<file path="src/rtl/cpu_types_pkg.sv">
// Shared CPU-side types: RAM status codes plus the RAM arbiter state set and defaults.
package cpu_types_pkg;

   typedef enum logic [1:0] {
      FREE   = 2'b00,
      BUSY   = 2'b01,
      ACCESS = 2'b10,
      ERROR  = 2'b11
   } ramstate_t;

   typedef enum logic {
      IDLE = 1'b0,
      XFER = 1'b1
   } arb_state_t;

   localparam int ARB_TIMEOUT = 255;
   localparam int ARB_NREQ    = 4;

endpackage

</file>
<file path="src/rtl/rr_picker.sv">
// Combinational round-robin search: first set request after ptr_i, wrapping mod NREQ.
module rr_picker #(
   parameter int NREQ = 4,
   parameter int IW   = $clog2(NREQ)
) (
   input  logic [NREQ-1:0] req_i,
   input  logic [IW-1:0]   ptr_i,
   output logic            valid_o,
   output logic [IW-1:0]   index_o
);

   int            pos;
   logic [IW-1:0] cand;

   // Walk offsets from farthest to nearest so the nearest hit is the one left standing.
   always_comb begin
      valid_o = 1'b0;
      index_o = '0;
      pos     = 0;
      cand    = '0;
      for (int k = NREQ; k >= 1; k--) begin
         pos  = (int'(ptr_i) + k) % NREQ;
         cand = IW'(pos);
         if (req_i[cand]) begin
            valid_o = 1'b1;
            index_o = cand;
         end
      end
   end

endmodule

</file>
<file path="src/rtl/ram_arbiter.sv">
// Round-robin arbiter sharing one RAM port among NREQ cache requesters, with a
// per-transfer timeout that aborts a stuck RAM access.
module ram_arbiter
   import cpu_types_pkg::*;
#(
   parameter int NREQ    = ARB_NREQ,
   parameter int TIMEOUT = ARB_TIMEOUT
) (
   input  logic                    CLK,
   input  logic                    RST,
   input  logic [NREQ-1:0]         req_ren,
   input  logic [NREQ-1:0]         req_wen,
   input  logic [NREQ*32-1:0]      req_addr,
   input  logic [NREQ*32-1:0]      req_store,
   output logic [NREQ-1:0]         req_wait,
   output logic [31:0]             req_load,
   output logic [31:0]             ramaddr,
   output logic [31:0]             ramstore,
   output logic                    ramREN,
   output logic                    ramWEN,
   input  logic [1:0]              ramstate,
   input  logic [31:0]             ramload,
   output logic [$clog2(NREQ)-1:0] grant,
   output logic                    timeout_err
);

   localparam int IW = $clog2(NREQ);
   localparam int CW = (TIMEOUT > 1) ? $clog2(TIMEOUT) : 1;

   arb_state_t    state_q, state_d;
   logic [IW-1:0] grant_q, grant_d;
   logic [IW-1:0] ptr_q,   ptr_d;
   logic [CW-1:0] cnt_q,   cnt_d;

   logic [NREQ-1:0] active;
   logic            pick_valid;
   logic [IW-1:0]   pick_index;
   ramstate_t       rs;
   logic [31:0]     addr_arr  [NREQ];
   logic [31:0]     store_arr [NREQ];

   assign active   = req_ren | req_wen;
   assign rs       = ramstate_t'(ramstate);
   assign req_load = ramload;
   assign grant    = grant_q;

   for (genvar gi = 0; gi < NREQ; gi++) begin : g_unpack
      assign addr_arr[gi]  = req_addr[gi*32 +: 32];
      assign store_arr[gi] = req_store[gi*32 +: 32];
   end

   assign ramaddr  = addr_arr[grant_q];
   assign ramstore = store_arr[grant_q];

   rr_picker #(
      .NREQ (NREQ),
      .IW   (IW)
   ) u_picker (
      .req_i   (active),
      .ptr_i   (ptr_q),
      .valid_o (pick_valid),
      .index_o (pick_index)
   );

   always_ff @(posedge CLK or posedge RST) begin
      if (RST) begin
         state_q <= IDLE;
         grant_q <= '0;
         ptr_q   <= IW'(NREQ - 1);
         cnt_q   <= '0;
      end else begin
         state_q <= state_d;
         grant_q <= grant_d;
         ptr_q   <= ptr_d;
         cnt_q   <= cnt_d;
      end
   end

   // ACCESS beats both a requester drop and timeout expiry in the same cycle.
   always_comb begin
      state_d     = state_q;
      grant_d     = grant_q;
      ptr_d       = ptr_q;
      cnt_d       = cnt_q;
      ramREN      = 1'b0;
      ramWEN      = 1'b0;
      req_wait    = '1;
      timeout_err = 1'b0;
      case (state_q)
         IDLE: begin
            if (pick_valid) begin
               grant_d = pick_index;
               cnt_d   = '0;
               state_d = XFER;
            end
         end
         XFER: begin
            ramWEN = req_wen[grant_q];
            ramREN = req_ren[grant_q] & ~req_wen[grant_q];
            if (rs == ACCESS) begin
               req_wait[grant_q] = 1'b0;
               ptr_d             = grant_q;
               state_d           = IDLE;
            end else if (!active[grant_q]) begin
               state_d = IDLE;
            end else if (cnt_q == CW'(TIMEOUT - 1)) begin
               timeout_err = 1'b1;
               ptr_d       = grant_q;
               state_d     = IDLE;
            end else begin
               cnt_d = cnt_q + CW'(1);
            end
         end
         default: state_d = IDLE;
      endcase
   end

endmodule
</file>
<file path="config.mk">
export PLATFORM = sky130hd
export DESIGN_NAME = ram_arbiter
export DESIGN_NICKNAME = d
export VERILOG_FILES = /design/src/rtl/cpu_types_pkg.sv /design/src/rtl/rr_picker.sv /design/src/rtl/ram_arbiter.sv
export SDC_FILE = /design/constraint.sdc
export NUM_CORES = 1
export LEC_CHECK = 0
export CAP_MARGIN = 20
export CORE_AREA = 2 2 159 161
export DETAILED_ROUTE_END_ITERATION = 12
export DIE_AREA = 0 0 161 163
export PLACE_DENSITY = 0.56
export SLEW_MARGIN = 15
export SYNTH_ARGS = -nofsm -noshare
export SYNTH_HDL_FRONTEND = slang
export SYNTH_SLANG_ARGS = --single-unit
</file>
<file path="constraint.sdc">
create_clock -name CLK -period 2.7 [get_ports CLK]
set_input_delay 0.405 -clock CLK [delete_from_list [all_inputs] [get_ports CLK]]
set_output_delay 0.405 -clock CLK [all_outputs]
set_load 0.02 [all_outputs]
</file>
==> flow_metrics.tcl <==
set metrics [dict create \
    io_buffer_count 340 \
    timing.rr.end "cnt_q[6]" \
    hold_class "reg2reg" \
    worstMarginPinSlew_ns 0.571 \
    fp.dieH_um 163 \
    cts_hold_buf 0 \
    finalClockSkew_ns 0.00426 \
    ff2ff_path_depth 6 \
    crit_arrival_ns 2.20 \
    grt-ovfl-total 0 \
    final_nets 833 \
    power.total_uw 4860 \
    start_util_pct 10.7 \
    syn-num-nets 517 \
    final_common_cell "clkdlybuf4s50_1" \
    yosysTopAreaCellShare_pct 56.9 \
    setup_violations 0 \
    dp_cells 856 \
    grt-busiest-layer "met2" \
    root_buffer "clkbuf_16" \
    cts_resized 1 \
    r2r_slack_ns 0.64 \
    period_minus_slack_ns 2.61 \
    vias 3299 \
    routedWlPerCell_um 19.6 \
    synth_seq_area_share_pct 12.4 \
    post_cts_buffers 0 \
    synth.distinct_cells 36 \
    crit_path_top_delay_cell "clkdlybuf4s50_1" \
    place_congestion 0.798 \
    htree_levels 1 \
    syn_area_um2 2650 \
    crit_buf_inv 3 \
    die_width_um 161 \
    die-area_um2 26200 \
    final_antenna_net_count 0 \
    finalNonFillerCells 862 \
    yosysWarnings 0 \
    reg2reg_from "cnt_q[0]" \
    ys_ff_latch 13 \
    antenna_found_initial 3 \
    maxCapViolCount 0 \
    fin_crit_sh_pct 96.6 \
    p_per_area_nw_per_um2 743 \
    total_leakage_power_uw 0.00239 \
    cts_tree "done" \
    syn_to_final_growth_pct 147 \
    hold_ws_ns 0.465 \
    grt_max_degree 41 \
    yosysTopAreaCell "mux4_2" \
    insertion_delay_ns 0.24 \
    hold_path.startpoint "cnt_q[5]" \
    grt_use_met3_pct 4.76 \
    rsz0062_at_grt "false" \
    drt-total-wl_um 16900 \
    cts_made_buffers 3 \
    finalSetupTns_ns 0 \
    crit_fanout 20 \
    pin_count 405 \
    vdd_drop_max_v 0.000402 \
    syn_area_per_cell_um2 12.3 \
    clkSinkCount 13 \
    rows 58 \
    worstSetupStartpointType "register" \
    crit_family "buffers and inverters" \
    hold_depth 1 \
    final_cell_area_um2 6540 \
    drive_above_1_share_pct 18.9 \
    layout_common_cells "321 x clkdlybuf4s50_1, 67 x mux4_2, 17 x buf_4" \
    slowest_delay_ns 0.57 \
    timing.fmax_mhz 383 \
    synth_area_leaders "mux4_2 57%, dfrtp_1 10%, buf_4 9.1%" \
    dr.pass1.iters 4 \
    crit_chain "buf_12, buf_12, mux4_2, clkdlybuf4s50_1" \
    grt_pass1_wl_um 23000 \
    crit_required_ns 2.30 \
    syn_inst 215 \
    drv_slew 0 \
    grt.met1_usage_pct 13.9 \
    cp_common_cell "buf_12" \
    drc 0 \
    viasPerCell 3.83 \
    status "completed" \
    hold_viol 0 \
    grtUsageTotal_pct 11.8 \
    core_area_um2 24700 \
    grt_pass1_vias 3465 \
    drt_iter0_markers 184 \
    worstHoldEndpoint "cnt_q[5]" \
    clk_pin_slew_worst_paths_ns 0.05 \
    cts_buffer_depth 2 \
    postPlaceCellArea_um2 6400 \
    path_class "reg2out" \
    hpwl_um 14900 \
    use_met2_pct 20.7 \
    crit_path_end_kind "output pin" \
    maxSlewHeadroom_pct 61.9 \
]
[per-layer routing]
| metal | up-vias | routed length [um] |
|---|---|---|
| met5 | - | 18 |
| met4 | 2 | 176 |
| met3 | 18 | 1740 |
| met2 | 160 | 8570 |
| met1 | 1612 | 6350 |
| li1 | 1507 | - |
[worst max-delay path by stage]
stage | from | end | slack, ns | cells past startpoint
floorplan | grant[0] | timeout_err | 0.21 | 4
global placement | req_wen[0] | timeout_err | -0.21 | 6
detailed placement | req_wen[0] | timeout_err | -0.19 | 6
CTS | grant[0] | ramstore[7] | 0.007 | 4
global route | grant[0] | ramaddr[7] | 0.001 | 4
finish | grant[0] | ramaddr[7] | 0.09 | 4
[kinds of logic after synthesis]
family / after synthesis / synth area share [%]
adders and majority gates: 2 / 0.944
and+or+nand+nor: 50 / 9.25
buffers and inverters: 56 / 12.8
muxes: 71 / 58.4
DFF: 13 / 12.4
AOI/OAI and AO/OA: 23 / 6.18
[sequential cells by signal, indices dropped and copies added (netlist names)]
name,count
grant,2
ptr_q,2
state_q,1
cnt_q,8
[worst reg2reg max path, cell delays in order, from the launching register on]
cell and delay [ns]:
dfrtp_1 0.42, inv_1 0.08, ha_1 0.19, and3_1 0.19
a211o_1 0.44, or4_1 0.51, a21boi_1 0.16
[stage by stage]
stage	setup slack, ns	utilization, %
after floorplan	0.211	-
after global placement	-0.209	25.9
after detailed placement	-0.185	25.9
after CTS	0.00682	26.3
after global routing	0.00145	26.5
final	0.0917	26.5
[synthesized netlist by cell type]
cell type	number
ha_1	2
a21oi_1	2
and4_1	1
buf_2	8
or3_1	5
nand2b_1	2
o31ai_1	2
nand3_1	5
or4_1	1
a211o_1	1
o21a_1	1
nor2b_1	1
o211ai_1	3
clkbuf_1	9
nor2_1	9
o32ai_1	2
and3_1	1
mux4_2	67
inv_1	5
and2_1	1
o21ai_0	6
o311ai_0	1
nand2_1	15
o41ai_1	1
a221o_1	1
a21o_1	1
nor4_1	4
buf_4	32
dfstp_2	2
nor3_1	4
a222oi_1	1
mux2i_1	4
a21boi_1	1
nand4_1	1
buf_1	2
dfrtp_1	11
[power breakdown]
group / internal, uW / switching [uW]
clock: 197 / 85.6
combinational: 2310 / 1900
sequential: 272 / 86.2
total: 2780 / 2080
[layout make-up]
cell class	count	area, um2
Tap cell	330	413
Timing Repair Buffer	362	3700
Antenna cell	2	5.00
Sequential cell	13	335
Clock inverter	1	5.00
Multi-Input combinational cell	146	1990
Inverter	5	18.8
Fill cell	2612	18100
Clock buffer	3	75.1
No activity file was read; power rests on OpenSTA's default activity.
